### config.mk
export PLATFORM = sky130hd
export DESIGN_NAME = wbgpio_irq
export DESIGN_NICKNAME = d
export VERILOG_FILES = /design/src/rtl/wbgpio_irq.sv
export SDC_FILE = /design/constraint.sdc
export NUM_CORES = 1
export LEC_CHECK = 0
export ABC_CLOCK_PERIOD_IN_PS = 1750
export CAP_MARGIN = 10
export CORE_MARGIN = 3
export CORE_UTILIZATION = 39
export CTS_CLUSTER_DIAMETER = 200
export DETAILED_ROUTE_END_ITERATION = 10
export MAX_ROUTING_LAYER = met4
export PLACE_DENSITY = 0.6
export SKIP_CTS_REPAIR_TIMING = 1
export SLEW_MARGIN = 20
export SYNTH_ARGS = -nofsm -noshare
export SYNTH_HDL_FRONTEND = slang
export SYNTH_SLANG_ARGS = --single-unit
### constraint.sdc
create_clock -name i_clk -period 1.75 [get_ports i_clk]
set_clock_uncertainty 0.05 [all_clocks]
set_input_delay 0.175 -clock i_clk [delete_from_list [all_inputs] [get_ports i_clk]]
set_output_delay 0.175 -clock i_clk [all_outputs]
set_load 0.01 [all_outputs]
### src/rtl/wbgpio_irq.sv
// Wishbone GPIO with per-bit direction, atomic set/clear and masked edge interrupts.
// Optional input debounce filter enabled by defining GPIO_DEBOUNCE_EN.
module wbgpio_irq #(
  parameter int              NIO         = 16,
  parameter logic [NIO-1:0]  DEFAULT_OUT = {NIO{1'b0}},
  parameter logic [NIO-1:0]  DEFAULT_DIR = {NIO{1'b0}},
  parameter int              DEBOUNCE_LG = 4
) (
  input  logic            i_clk,
  input  logic            i_reset,
  input  logic            i_wb_cyc,
  input  logic            i_wb_stb,
  input  logic            i_wb_we,
  input  logic [2:0]      i_wb_addr,
  input  logic [31:0]     i_wb_data,
  input  logic [3:0]      i_wb_sel,
  output logic            o_wb_stall,
  output logic            o_wb_ack,
  output logic [31:0]     o_wb_data,
  input  logic [NIO-1:0]  i_gpio,
  output logic [NIO-1:0]  o_gpio,
  output logic [NIO-1:0]  o_gpio_oe,
  output logic            o_int
);

  localparam logic [2:0] A_IN   = 3'd0;
  localparam logic [2:0] A_OUT  = 3'd1;
  localparam logic [2:0] A_SET  = 3'd2;
  localparam logic [2:0] A_CLR  = 3'd3;
  localparam logic [2:0] A_DIR  = 3'd4;
  localparam logic [2:0] A_RISE = 3'd5;
  localparam logic [2:0] A_FALL = 3'd6;
  localparam logic [2:0] A_STAT = 3'd7;

  logic [NIO-1:0] out_r, dir_r, rise_en_r, fall_en_r, stat_r;
  logic [NIO-1:0] sync1_r, sync2_r, prev_r, in_val_s;
  logic [NIO-1:0] rise_s, fall_s, w1c_s, wmask_s, wdata_s, rsel_s;
  logic [31:0]    bmask_s, rdata_s, rdata_r;
  logic           wr_s, ack_r, int_r;
  logic           unused_s;

  assign bmask_s  = {{8{i_wb_sel[3]}}, {8{i_wb_sel[2]}}, {8{i_wb_sel[1]}}, {8{i_wb_sel[0]}}};
  assign wmask_s  = bmask_s[NIO-1:0];
  assign wdata_s  = i_wb_data[NIO-1:0] & wmask_s;
  assign wr_s     = i_wb_stb & i_wb_we;
  assign unused_s = ^{i_wb_cyc, i_wb_data, bmask_s};

  // Pad synchroniser and previous-value register; reset loads the pad so no spurious edge appears.
  always_ff @(posedge i_clk) begin
    if (i_reset) begin
      sync1_r <= i_gpio;
      sync2_r <= i_gpio;
      prev_r  <= i_gpio;
    end else begin
      sync1_r <= i_gpio;
      sync2_r <= sync1_r;
      prev_r  <= in_val_s;
    end
  end

`ifdef GPIO_DEBOUNCE_EN
  logic [NIO-1:0]         filt_r;
  logic [DEBOUNCE_LG-1:0] cnt_r [NIO];

  // Per-bit filter: follow the synchronised input only after it has differed for 2^DEBOUNCE_LG clocks.
  always_ff @(posedge i_clk) begin
    if (i_reset) begin
      filt_r <= i_gpio;
      for (int i = 0; i < NIO; i++) begin
        cnt_r[i] <= {DEBOUNCE_LG{1'b0}};
      end
    end else begin
      for (int i = 0; i < NIO; i++) begin
        if (sync2_r[i] != filt_r[i]) begin
          if (cnt_r[i] == {DEBOUNCE_LG{1'b1}}) begin
            filt_r[i] <= sync2_r[i];
            cnt_r[i]  <= {DEBOUNCE_LG{1'b0}};
          end else begin
            cnt_r[i]  <= cnt_r[i] + DEBOUNCE_LG'(1);
          end
        end else begin
          cnt_r[i] <= {DEBOUNCE_LG{1'b0}};
        end
      end
    end
  end

  assign in_val_s = filt_r;
`else
  localparam int unused_debounce_lg = DEBOUNCE_LG;
  assign in_val_s = sync2_r;
`endif

  assign rise_s = in_val_s & ~prev_r;
  assign fall_s = ~in_val_s & prev_r;

  // Write-1-to-clear mask for the status register.
  always_comb begin
    w1c_s = {NIO{1'b0}};
    if (wr_s && (i_wb_addr == A_STAT)) begin
      w1c_s = wdata_s;
    end else begin
      w1c_s = {NIO{1'b0}};
    end
  end

  // Control registers and sticky status; a new edge wins over a coincident clear.
  always_ff @(posedge i_clk) begin
    if (i_reset) begin
      out_r     <= DEFAULT_OUT;
      dir_r     <= DEFAULT_DIR;
      rise_en_r <= {NIO{1'b0}};
      fall_en_r <= {NIO{1'b0}};
      stat_r    <= {NIO{1'b0}};
    end else begin
      stat_r <= (stat_r & ~w1c_s) | (rise_s & rise_en_r) | (fall_s & fall_en_r);
      if (wr_s) begin
        case (i_wb_addr)
          A_OUT:   out_r     <= (out_r & ~wmask_s) | wdata_s;
          A_SET:   out_r     <= out_r | wdata_s;
          A_CLR:   out_r     <= out_r & ~wdata_s;
          A_DIR:   dir_r     <= (dir_r & ~wmask_s) | wdata_s;
          A_RISE:  rise_en_r <= (rise_en_r & ~wmask_s) | wdata_s;
          A_FALL:  fall_en_r <= (fall_en_r & ~wmask_s) | wdata_s;
          default: out_r     <= out_r;
        endcase
      end
    end
  end

  // Read multiplexer, zero-extended to the bus width.
  always_comb begin
    rsel_s  = {NIO{1'b0}};
    rdata_s = 32'h0;
    case (i_wb_addr)
      A_IN:    rsel_s = in_val_s;
      A_OUT:   rsel_s = out_r;
      A_SET:   rsel_s = out_r;
      A_CLR:   rsel_s = out_r;
      A_DIR:   rsel_s = dir_r;
      A_RISE:  rsel_s = rise_en_r;
      A_FALL:  rsel_s = fall_en_r;
      A_STAT:  rsel_s = stat_r;
      default: rsel_s = {NIO{1'b0}};
    endcase
    rdata_s[NIO-1:0] = rsel_s;
  end

  // Bus response and interrupt line.
  always_ff @(posedge i_clk) begin
    if (i_reset) begin
      ack_r   <= 1'b0;
      rdata_r <= 32'h0;
      int_r   <= 1'b0;
    end else begin
      ack_r <= i_wb_stb;
      int_r <= |stat_r;
      if (i_wb_stb) begin
        rdata_r <= rdata_s;
      end else begin
        rdata_r <= rdata_r;
      end
    end
  end

  assign o_wb_stall = 1'b0;
  assign o_wb_ack   = ack_r;
  assign o_wb_data  = rdata_r;
  assign o_gpio     = out_r;
  assign o_gpio_oe  = dir_r;
  assign o_int      = int_r;

endmodule

==> results of run 1 <==
==> worst min-delay path, cell delays in order <==
cell and delay (ns):
buf_4 0.10, inv_1 0.14, o221ai_1 0.11, a31oi_1 0.05
==> per-stage QoR <==
| step | instances | cell area (um2) | power (mW) | utilization [%] |
|---|---|---|---|---|
| final | 1032 | 8260 | 7.97 | 51.8 |
| after global routing | 1032 | 8260 | 8.26 | 51.8 |
| after CTS | 1032 | 8260 | 8.03 | 51.8 |
| after detailed placement | 1002 | 7670 | 4.35 | 48.1 |
| after global placement | 1002 | 7670 | 4.33 | 48.1 |
| after floorplan | 730 | 6440 | 3.98 | - |
==> cell type report <==
type	instances	area, um2	area share (%)
inverters	34	128	1.54
clock inverters	10	135	1.64
flip-flops and latches	146	2920	35.4
repair buffers	145	1440	17.4
multi-input cells	461	2920	35.3
clock buffers	20	457	5.53
well taps	216	270	3.27
==> cell families (layout without fill, tap and decap cells) <==
group | count (synthesis) | after routing | synth area share [%]
DFF | 146 | 146 | 45.8
xor gates and xnor gates | 1 | 1 | 0.137
other | 1 | 17 | 0.0588
AOI/OAI and AO/OA | 257 | 257 | 26.8
buffers and inverters | 123 | 209 | 9.57
and+or+nand+nor | 170 | 170 | 14.8
muxes | 16 | 16 | 2.82
==> metal layers <==
layer  part of all wire, %  GRT usage (%)  vias to the layer above
met3                   7.7           6.64                       57
li1                      -              -                     2809
met1                    39           28.1                     2837
met4                   4.1           11.6                        0
met5                     0              -                        -
met2                    49           41.5                      281
==> worst paths after layout <==
path                     start      endpoint  slack, ns
setup / recovery  o_wb_data[5]  o_wb_data[5]       0.10
hold / removal         i_reset  o_wb_data[2]       0.15
setup reg to reg     stat_r[2]         o_int       0.48
hold reg to reg     sync1_r[8]   in_val_s[8]       0.38
==> where the power goes <==
part           switching [mW]  leakage [nW]  total, mW  internal (mW)
clock network            1.39         0.280       3.68           2.29
logic                   0.450          1.48      0.778          0.328
registers              0.0743          1.20       3.51           3.44
total                    1.91          2.96       7.97           6.06
==> cell usage in the layout, fill, tap and decap left out, types with 3 or more instances in the layout <==
master           synthesis  routed
clkinv_2                 0       3
conb_1                   1      17
o221ai_2                10      10
dfxtp_1                146     146
buf_12                   0      10
nand3b_1                16      16
o2111ai_1               16      16
clkbuf_16                0      17
bufinv_16                0       3
inv_1                   34      34
a21oi_1                 48      48
clkdlybuf4s50_1          0      89
and2_1                  18      18
o221ai_1                 6       6
a32o_1                  16      16
and3b_1                  3       3
nand2_1                 32      32
clkinvlp_4               0       4
o21ai_1                 11      11
nand4_1                  3       3
buf_4                   23      46
nor4_1                   4       4
nand3_1                 81      81
a31oi_1                 32      32
mux2_2                  16      16
o21ai_0                 85      85
o21bai_1                16      16
a222oi_1                16      16
==> impl_metrics.csv, run 1 <==
group,metric,value,unit
layout,syn2layout_area_growth,29.5,%
worst_setup_path,critPathBufInv,1,
worst_setup_path,cp.required,1.52,ns
routing,vias,5984,
sta,worst-slew-pin-transition,0.626,ns
worst_setup_path,cp_slowest_cell,"clkdlybuf4s50_1",
clock_tree,cts_tree,"done",
worst_setup_path,path_delay_family,"buffers and inverters",
global_route,grt_max_degree,115,
sta,fin_setup_tns,0,ns
floorplan,die_w,134,um
routing,postRouteAntennaNets,0,
worst_setup_path,path_cells,"clkdlybuf4s50_1",
floorplan,die_area,17900,um2
floorplan,coreArea,15900,um2
min_path,hold_path.class,"in -> reg",
logic_synthesis,synth_common_cells,"146 x dfxtp_1, 85 x o21ai_0, 81 x nand3_1",
logic_synthesis,synthArstFlopShare,0,%
global_route,grt.total_usage,25.0,%
layout,drive_gt1_share,14.1,%
routing,drt-wirelength-per-cell,21.2,um
run_status,status,"finished, final reports clean",
global_route,antenna_found_initial,0,
worst_setup_path,cpPeakStageDelay,0.58,ns
worst_setup_path,worstSetupPathType,"reg -> out",
logic_synthesis,ys_types,41,
power,powerDensity,964,nW/um2
routing,drt_pass1_iterations,5,
routing,drc_errors,0,
worst_setup_path,crit_path_end_kind,"output port",
floorplan,rows,46,
logic_synthesis,synth.most_common_cell,"dfxtp_1",
sta,slew_viol_final,0,
sta,fin_crit_sh,94.1,%
layout,fill_cells,1517,
logic_synthesis,synth_edf_count,0,
run,drv_cap,0,
worst_setup_path,cp.depth,1,
floorplan,io-pin-count,127,
sta,setup_ws,0.103,ns
sta,hold_viol,0,
floorplan,die_height,134,um
routing,drt_iter0_markers,663,
power,ir_drop,0.721,mV
global_route,grt_pass1_wl,33.6,mm
clock_tree,clk_path_buf_depth,2,
logic_synthesis,yosysWarningCount,0,
layout,final_nets,865,
logic_synthesis,syn-instance-count,714,
worst_setup_path,worstPathArrival,1.42,ns
worst_setup_path,cp-start-kind,"flip-flop",
logic_synthesis,ys_seq_area_share,45.8,%
worst_setup_path,crit_fanout,3,
logic_synthesis,ys_ff_latch,146,
clock_tree,clkLatencyLatePin,0.42,ns
floorplan,start_util,40.0,%
sta,hold_slack,0.152,ns
sta,finalCriticalPeriod,1.65,ns
clock_tree,cts.sinks,146,
sta,setup_viol,0,
logic_synthesis,synth_area_per_cell,8.94,um2
routing,via_per_inst,5.80,
placed_design,pre_cts_ws,-0.250,ns
min_path,hold_depth,4,
logic_synthesis,synthFlopType,"dfxtp_1",
clock_tree,cts-root-buf,"clkbuf_16",
clock_tree,cts.clk_slew.worst_paths,0.06,ns
sta,fmax,607,MHz
global_route,grt_pass1_vias,6104,
worst_setup_path,ff2ff_path_depth,2,
power,leakagePower,2.96,nW
layout,diodes,0,
logic_synthesis,yosysTopAreaCell,"dfxtp_1",
sta,rsz0062_at_grt,"false",
logic_synthesis,synth.area.top_cells,"dfxtp_1 46%, o21ai_0 6.7%, nand3_1 6.4%, a21oi_1 3.8%, a31oi_1 3.1%",
routing,wirelength,21.8,mm
global_route,overflow,0,
clock_tree,cts.htree.levels,4,
logic_synthesis,yosysTopAreaCellShare,45.8,%
clock_tree,numCtsBuffers,17,
logic_synthesis,syn_area,6380,um2
placed_design,portBuffers,90,
placed_design,gp_congestion,0.871,
sta,relSlewSlack,58.2,%
placed_design,dp_hpwl,14.7,mm
No activity file was read; power rests on OpenSTA's default activity.
==> run 2: changes to the inputs <==
--- a/config.mk
+++ b/config.mk
@@ -11,6 +11,7 @@
 export CORE_UTILIZATION = 39
 export CTS_CLUSTER_DIAMETER = 200
 export DETAILED_ROUTE_END_ITERATION = 10
+export HOLD_SLACK_MARGIN = 0.03
 export MAX_ROUTING_LAYER = met4
 export PLACE_DENSITY = 0.6
 export SKIP_CTS_REPAIR_TIMING = 1
==> results of run 2 <==
Final layout, timing and power as in run 1 (identical DEF).
